File: src/rtl/sound_ddr_feeder.sv
// sound_ddr_feeder: fetches a block of 16-bit PCM samples from DDR in
// bursts of 64-bit words and unpacks each word onto the four write lanes
// of the sound buffer.
//
// state  | meaning
// -------+------------------------------------------------------------
// IDLE   | waiting for sound_start
// ARM    | waiting for buffer free-space (sound_write_ready)
// REQ    | burst request presented, held until DDR accepts it
// DATA   | receiving burst beats, one registered lane write per beat
// FINISH | one-cycle sound_done pulse

module sound_ddr_feeder #(
    parameter int ADDR_W          = 29,
    parameter int LEN_W           = 20,
    parameter int MAX_BURST_WORDS = 128
) (
    input  logic              clk_sys,
    input  logic              sound_reset_n,
    input  logic              sound_start,
    input  logic [ADDR_W-1:0] sound_base,
    input  logic [LEN_W-1:0]  sound_len,
    input  logic              sound_write_ready,
    input  logic              ddr_busy,
    output logic              ddr_rd,
    output logic [ADDR_W-1:0] ddr_addr,
    output logic [7:0]        ddr_burstcnt,
    input  logic [63:0]       ddr_dout,
    input  logic              ddr_dout_ready,
    output logic              sound_wren1,
    output logic              sound_wren2,
    output logic              sound_wren3,
    output logic              sound_wren4,
    output logic [15:0]       sound_in1,
    output logic [15:0]       sound_in2,
    output logic [15:0]       sound_in3,
    output logic [15:0]       sound_in4,
    output logic              sound_busy,
    output logic              sound_done
);

    typedef enum logic [2:0] {
        S_IDLE,
        S_ARM,
        S_REQ,
        S_DATA,
        S_FINISH
    } state_t;

    localparam logic [7:0]       MAX_BURST   = 8'(MAX_BURST_WORDS);
    localparam logic [LEN_W-1:0] MAX_BURST_L = LEN_W'(MAX_BURST_WORDS);

    state_t              state_q, state_d;
    logic [ADDR_W-1:0]   addr_q, addr_d;
    logic [LEN_W-1:0]    samples_left_q, samples_left_d;
    logic [LEN_W-1:0]    words_left_q, words_left_d;
    logic [7:0]          beats_left_q, beats_left_d;
    logic                rd_q, rd_d;
    logic [ADDR_W-1:0]   ddr_addr_q, ddr_addr_d;
    logic [7:0]          burstcnt_q, burstcnt_d;
    logic [3:0]          wren_q, wren_d;
    logic [63:0]         lanes_q, lanes_d;

    logic [LEN_W:0]      len_plus3;
    logic [LEN_W-1:0]    words_init;
    logic [7:0]          burst_next;
    logic [3:0]          lane_mask;
    logic [2:0]          take_cnt;

    // Word count is ceil(len/4); the extra bit keeps len+3 from overflowing.
    assign len_plus3  = {1'b0, sound_len} + (LEN_W+1)'(3);
    assign words_init = {1'b0, len_plus3[LEN_W:2]};

    assign burst_next = (words_left_q > MAX_BURST_L) ? MAX_BURST : words_left_q[7:0];

    // Lane enables form a prefix sized by the samples still owed.
    assign lane_mask[0] = (samples_left_q > LEN_W'(0));
    assign lane_mask[1] = (samples_left_q > LEN_W'(1));
    assign lane_mask[2] = (samples_left_q > LEN_W'(2));
    assign lane_mask[3] = (samples_left_q > LEN_W'(3));
    assign take_cnt     = (samples_left_q >= LEN_W'(4)) ? 3'd4 : samples_left_q[2:0];

    // Next-state and datapath update for every register in the block.
    always_comb begin
        state_d        = state_q;
        addr_d         = addr_q;
        samples_left_d = samples_left_q;
        words_left_d   = words_left_q;
        beats_left_d   = beats_left_q;
        rd_d           = rd_q;
        ddr_addr_d     = ddr_addr_q;
        burstcnt_d     = burstcnt_q;
        wren_d         = 4'b0000;
        lanes_d        = lanes_q;

        case (state_q)
            S_IDLE: begin
                if (sound_start) begin
                    addr_d         = sound_base;
                    samples_left_d = sound_len;
                    words_left_d   = words_init;
                    state_d        = (sound_len == '0) ? S_FINISH : S_ARM;
                end
            end

            S_ARM: begin
                if (sound_write_ready) begin
                    burstcnt_d = burst_next;
                    ddr_addr_d = addr_q;
                    rd_d       = 1'b1;
                    state_d    = S_REQ;
                end
            end

            S_REQ: begin
                if (!ddr_busy) begin
                    rd_d         = 1'b0;
                    beats_left_d = burstcnt_q;
                    state_d      = S_DATA;
                end
            end

            S_DATA: begin
                if (ddr_dout_ready) begin
                    wren_d = lane_mask;
                    for (int i = 0; i < 4; i++) begin
                        if (lane_mask[i]) begin
                            lanes_d[16*i +: 16] = ddr_dout[16*i +: 16];
                        end
                    end
                    samples_left_d = samples_left_q - {{(LEN_W-3){1'b0}}, take_cnt};
                    beats_left_d   = beats_left_q - 8'd1;
                    words_left_d   = words_left_q - LEN_W'(1);
                    if (beats_left_q == 8'd1) begin
                        addr_d  = addr_q + {{(ADDR_W-8){1'b0}}, burstcnt_q};
                        state_d = (words_left_q == LEN_W'(1)) ? S_FINISH : S_ARM;
                    end
                end
            end

            S_FINISH: begin
                state_d = S_IDLE;
            end

            default: begin
                state_d = S_IDLE;
            end
        endcase
    end

    // State and datapath registers; reset abandons any transfer in flight.
    always_ff @(posedge clk_sys or negedge sound_reset_n) begin
        if (!sound_reset_n) begin
            state_q        <= S_IDLE;
            addr_q         <= '0;
            samples_left_q <= '0;
            words_left_q   <= '0;
            beats_left_q   <= '0;
            rd_q           <= 1'b0;
            ddr_addr_q     <= '0;
            burstcnt_q     <= '0;
            wren_q         <= '0;
            lanes_q        <= '0;
        end else begin
            state_q        <= state_d;
            addr_q         <= addr_d;
            samples_left_q <= samples_left_d;
            words_left_q   <= words_left_d;
            beats_left_q   <= beats_left_d;
            rd_q           <= rd_d;
            ddr_addr_q     <= ddr_addr_d;
            burstcnt_q     <= burstcnt_d;
            wren_q         <= wren_d;
            lanes_q        <= lanes_d;
        end
    end

    assign ddr_rd       = rd_q;
    assign ddr_addr     = ddr_addr_q;
    assign ddr_burstcnt = burstcnt_q;

    assign sound_wren1  = wren_q[0];
    assign sound_wren2  = wren_q[1];
    assign sound_wren3  = wren_q[2];
    assign sound_wren4  = wren_q[3];
    assign sound_in1    = lanes_q[15:0];
    assign sound_in2    = lanes_q[31:16];
    assign sound_in3    = lanes_q[47:32];
    assign sound_in4    = lanes_q[63:48];

    assign sound_busy   = (state_q != S_IDLE);
    assign sound_done   = (state_q == S_FINISH);

endmodule
File: config.mk
export PLATFORM = sky130hd
export DESIGN_NAME = sound_ddr_feeder
export DESIGN_NICKNAME = d
export VERILOG_FILES = /design/src/rtl/sound_ddr_feeder.sv
export SDC_FILE = /design/constraint.sdc
export NUM_CORES = 1
export LEC_CHECK = 0
export BUFFER_PORTS_ARGS = -buffer_cell sky130_fd_sc_hd__buf_4
export CAP_MARGIN = 20
export CORE_ASPECT_RATIO = 0.75
export CORE_MARGIN = 10
export CORE_UTILIZATION = 42
export CTS_BUF_LIST = sky130_fd_sc_hd__clkbuf_4 sky130_fd_sc_hd__clkbuf_8
export DETAILED_ROUTE_END_ITERATION = 16
export PLACE_DENSITY = 0.66
export SLEW_MARGIN = 25
export SYNTH_ARGS = -nofsm -noshare
export SYNTH_HDL_FRONTEND = slang
export SYNTH_SLANG_ARGS = --single-unit
File: constraint.sdc
create_clock -name clk_sys -period 4.4 [get_ports clk_sys]
set_input_delay 0.44 -clock clk_sys [delete_from_list [all_inputs] [get_ports clk_sys]]
set_output_delay 0.44 -clock clk_sys [all_outputs]
set_load 0.005 [all_outputs]
==> summary.txt <==
Global route
  – Global Route Usage Sum: 19.4%
  – Largest net degree at the start of global routing: 113
  – Antenna violations before repair: 0
  – Grt ovf: 0
  – Number of global-route vias before repair: 8298
  – First-pass GRT wire length: 46.6 mm

Synthesis
  – Sequential area share after synthesis: 48.6%
  – Async SR Flop Fraction: 100%
  – Synth top area share: 48.6%
  – Syn Area/Cell: 9.67 um^2
  – Yosys reg bits: 186
  – Synthesized Nets: 1124
  – Mapped Area: 9580 um^2
  – Area contributors post-synth: dfrtp_1 (49%), nand2_1 (5.8%), mux2_2 (5.4%)
  – Synth warn: 0
  – Synth Flop Type: dfrtp_1
  – Count of cell types in the netlist: 76
  – Post-synth top area cell: dfrtp_1
  – Synth Instances: 991
  – Number of synthesized flops with an enable pin: 0

Job
  – MaxCap Viol Count: 0

Clock tree
  – CTS buffer count: 17
  – Sink Count: 186
  – Worst skew pair latency: 460 ps
  – # resized after CTS: 0
  – Clock transition at path regs: 110 ps
  – Hold buffers post-CTS: 0
  – CTS tree: yes
  – Clock Path Buffers: 2
  – Root Driver: clkbuf_8
  – CTS H-tree lvls: 4
  – Postcts setup bufs: 0

Setup path
  – Critical Path AT: 3480 ps
  – WP data required: 4770 ps
  – Worst Path Max Fanout: 9
  – Crit. End Element: flop
  – Critical Setup Path Class: reg -> reg
  – Crit start category: flop

Floorplan
  – Die Span Y: 151 um
  – Die area: 29300 um^2
  – Core area: 22200 um^2
  – Initial core utilization: 43.1%
  – Ports: 227
  – Die span in x: 194 um
  – Rows: 47

Detailed routing
  – WL per Instance: 19.3 um
  – Post-DR vias/cell: 5.65
  – Metal1 wirelength: 13.3 mm
  – DR DRC count: 0
  – Final antenna-violating net count: 0
  – Via count: 8498
  – WL final: 29.1 mm
  – WL met2: 13.1 mm
  – Top routing layer in use: met4
  – Initial DRC count: 730
  – WL met3: 2.46 mm
  – Pre-Repair DR Iteration Count: 5

Cells and area
  – Nets: 1331
  – Fraction of layout cells with a size suffix above 1: 28.5%
  – Fillcell total: 2034
  – Most frequent cells in the layout: buf_4 (236), dfrtp_1 (186), nand2_1 (149)
  – Layout Utilization: 53.7%
  – Final Cell Area: 11900 um^2
  – Commonest non-fill, non-tap cell in the layout: buf_4
  – Area Overhead vs Synth: 24.6%
  – Diodes inserted: 0
  – Count of non-filler cells in the finished layout: 1505

Status
  – Status: completed

STA
  – Final hold vios: 0
  – Slew Limit Headroom: 32.7%
  – RSZ-0062 raised after global routing: no
  – Worst Skew: 18.5 ps
  – Fmax achieved: 321 MHz
  – Tcrit/Tclk final: 70.8%
  – Final setup vio count: 0
  – Final Critical Period: 3110 ps
  – Least-Margin Pin Slew: 1010 ps
  – Fin Setup TNS: 0 ps
  – Max Slew Vio Count: 0
  – Hold slack final: 85.4 ps

Placement
  – Total placed cells including tap cells: 1473
  – Global placer's final weighted congestion: 0.879
  – Post-detail-place hpwl: 21.2 mm
  – Port Buf Inserts: 226
  – Placed instance area: 11500 um^2

Power
  – Static leakage: 5.36 nW
  – Pwr/cell area: 639 nW/um^2
  – Peak supply drop: 0.000266 V

Hold path
  – Worst min path class: in -> async
-- stage by stage --
step	total power [mW]	setup slack, ps
6_report	7.63	1290
5_1_grt	8.23	963
4_1_cts	7.68	1290
3_5_place_dp	6.53	1340
3_3_place_gp	6.46	1340
2_1_floorplan	5.02	1640
-- layout make-up --
type                    count  area (um^2)  share of cell area [%]
repair buffers            238         1810                    15.1
clock inverters            13          136                    1.14
multi-input cells         734         4640                    38.9
inverters                  21         78.8                   0.660
flip-flops and latches    186         4650                    39.0
well taps                 294          368                    3.08
clock buffers              19          255                    2.14
-- layer usage --
metal  vias to the layer above  track usage [%]
met2                       383             29.3
met1                      4062             27.2
met5                         -                0
met3                        18             5.48
met4                         0             3.88
li1                       4035                -
-- worst max-delay path, cell delays in order (launching register included) --
cell	delay, ps
dfrtp_1	410
or4_4	570
nor4_4	290
nand3_4	230
nand2_1	130
ha_1	320
nor4_1	80
a31o_2	280
o21ai_0	360
nor2_1	100
a211oi_1	260
-- state kept, by name, indices dropped and copies added, names as in the netlist, 4 cells and up --
name and cells:
addr_q 29, beats_left_q 8, lanes_q 64, words_left_q 20
ddr_burstcnt 8, ddr_addr 29, wren_q 4, samples_left_q 20
-- cell usage after synthesis (all sizes together) (4+ instances only) --
| cell | count |
|---|---|
| a311oi | 8 |
| nand3 | 21 |
| or4 | 9 |
| or3 | 9 |
| o211ai | 6 |
| o22a | 4 |
| nor3 | 32 |
| nor3b | 4 |
| clkbuf | 40 |
| nand2 | 149 |
| dfrtp | 186 |
| nor2b | 7 |
| o221ai | 5 |
| and3 | 10 |
| mux2 | 64 |
| and2 | 4 |
| nand2b | 7 |
| ha | 13 |
| a21oi | 66 |
| o311ai | 4 |
| a22oi | 4 |
| a21o | 6 |
| nand4 | 10 |
| xor2 | 13 |
| or2 | 4 |
| o21a | 6 |
| nor4 | 20 |
| o22ai | 10 |
| o21ai | 68 |
| mux2i | 5 |
| buf | 10 |
| a22o | 7 |
| xnor2 | 4 |
| and4 | 4 |
| a211oi | 18 |
| inv | 21 |
| o31ai | 5 |
| a31oi | 16 |
| a211o | 4 |
| nor2 | 80 |
-- where the power goes --
| part | total [mW] | internal [mW] | switching [mW] |
|---|---|---|---|
| combinational | 3.30 | 1.61 | 1.69 |
| clock | 1.14 | 0.442 | 0.699 |
| sequential | 3.19 | 2.48 | 0.705 |
-- worst paths after layout --
kind / cells after the start / slack, ps / start / endpoint
min: 1 / 90 / sound_reset_n / ddr_addr[5]
max reg2reg: 10 / 1290 / samples_left_q[9] / samples_left_q[10]
min in group clk_sys: 2 / 190 / ddr_dout[40] / lanes_q[40]
max: 10 / 1290 / samples_left_q[9] / samples_left_q[10]
max in group asynchronous: 2 / 3340 / sound_reset_n / lanes_q[9]
min reg2reg: 2 / 480 / ddr_addr[17] / ddr_addr[17]
-- cell families after synthesis --
logic type / share of synthesized area (%)
AOI/OAI and AO/OA: 17.6
adders and majority gates: 1.91
buffers and inverters: 3.07
DFF: 48.6
muxes: 8.40
other: 0.0391
and+or+nand+nor: 18.9
xor gates and xnor gates: 1.55
Power figures use the tool's default switching activity.
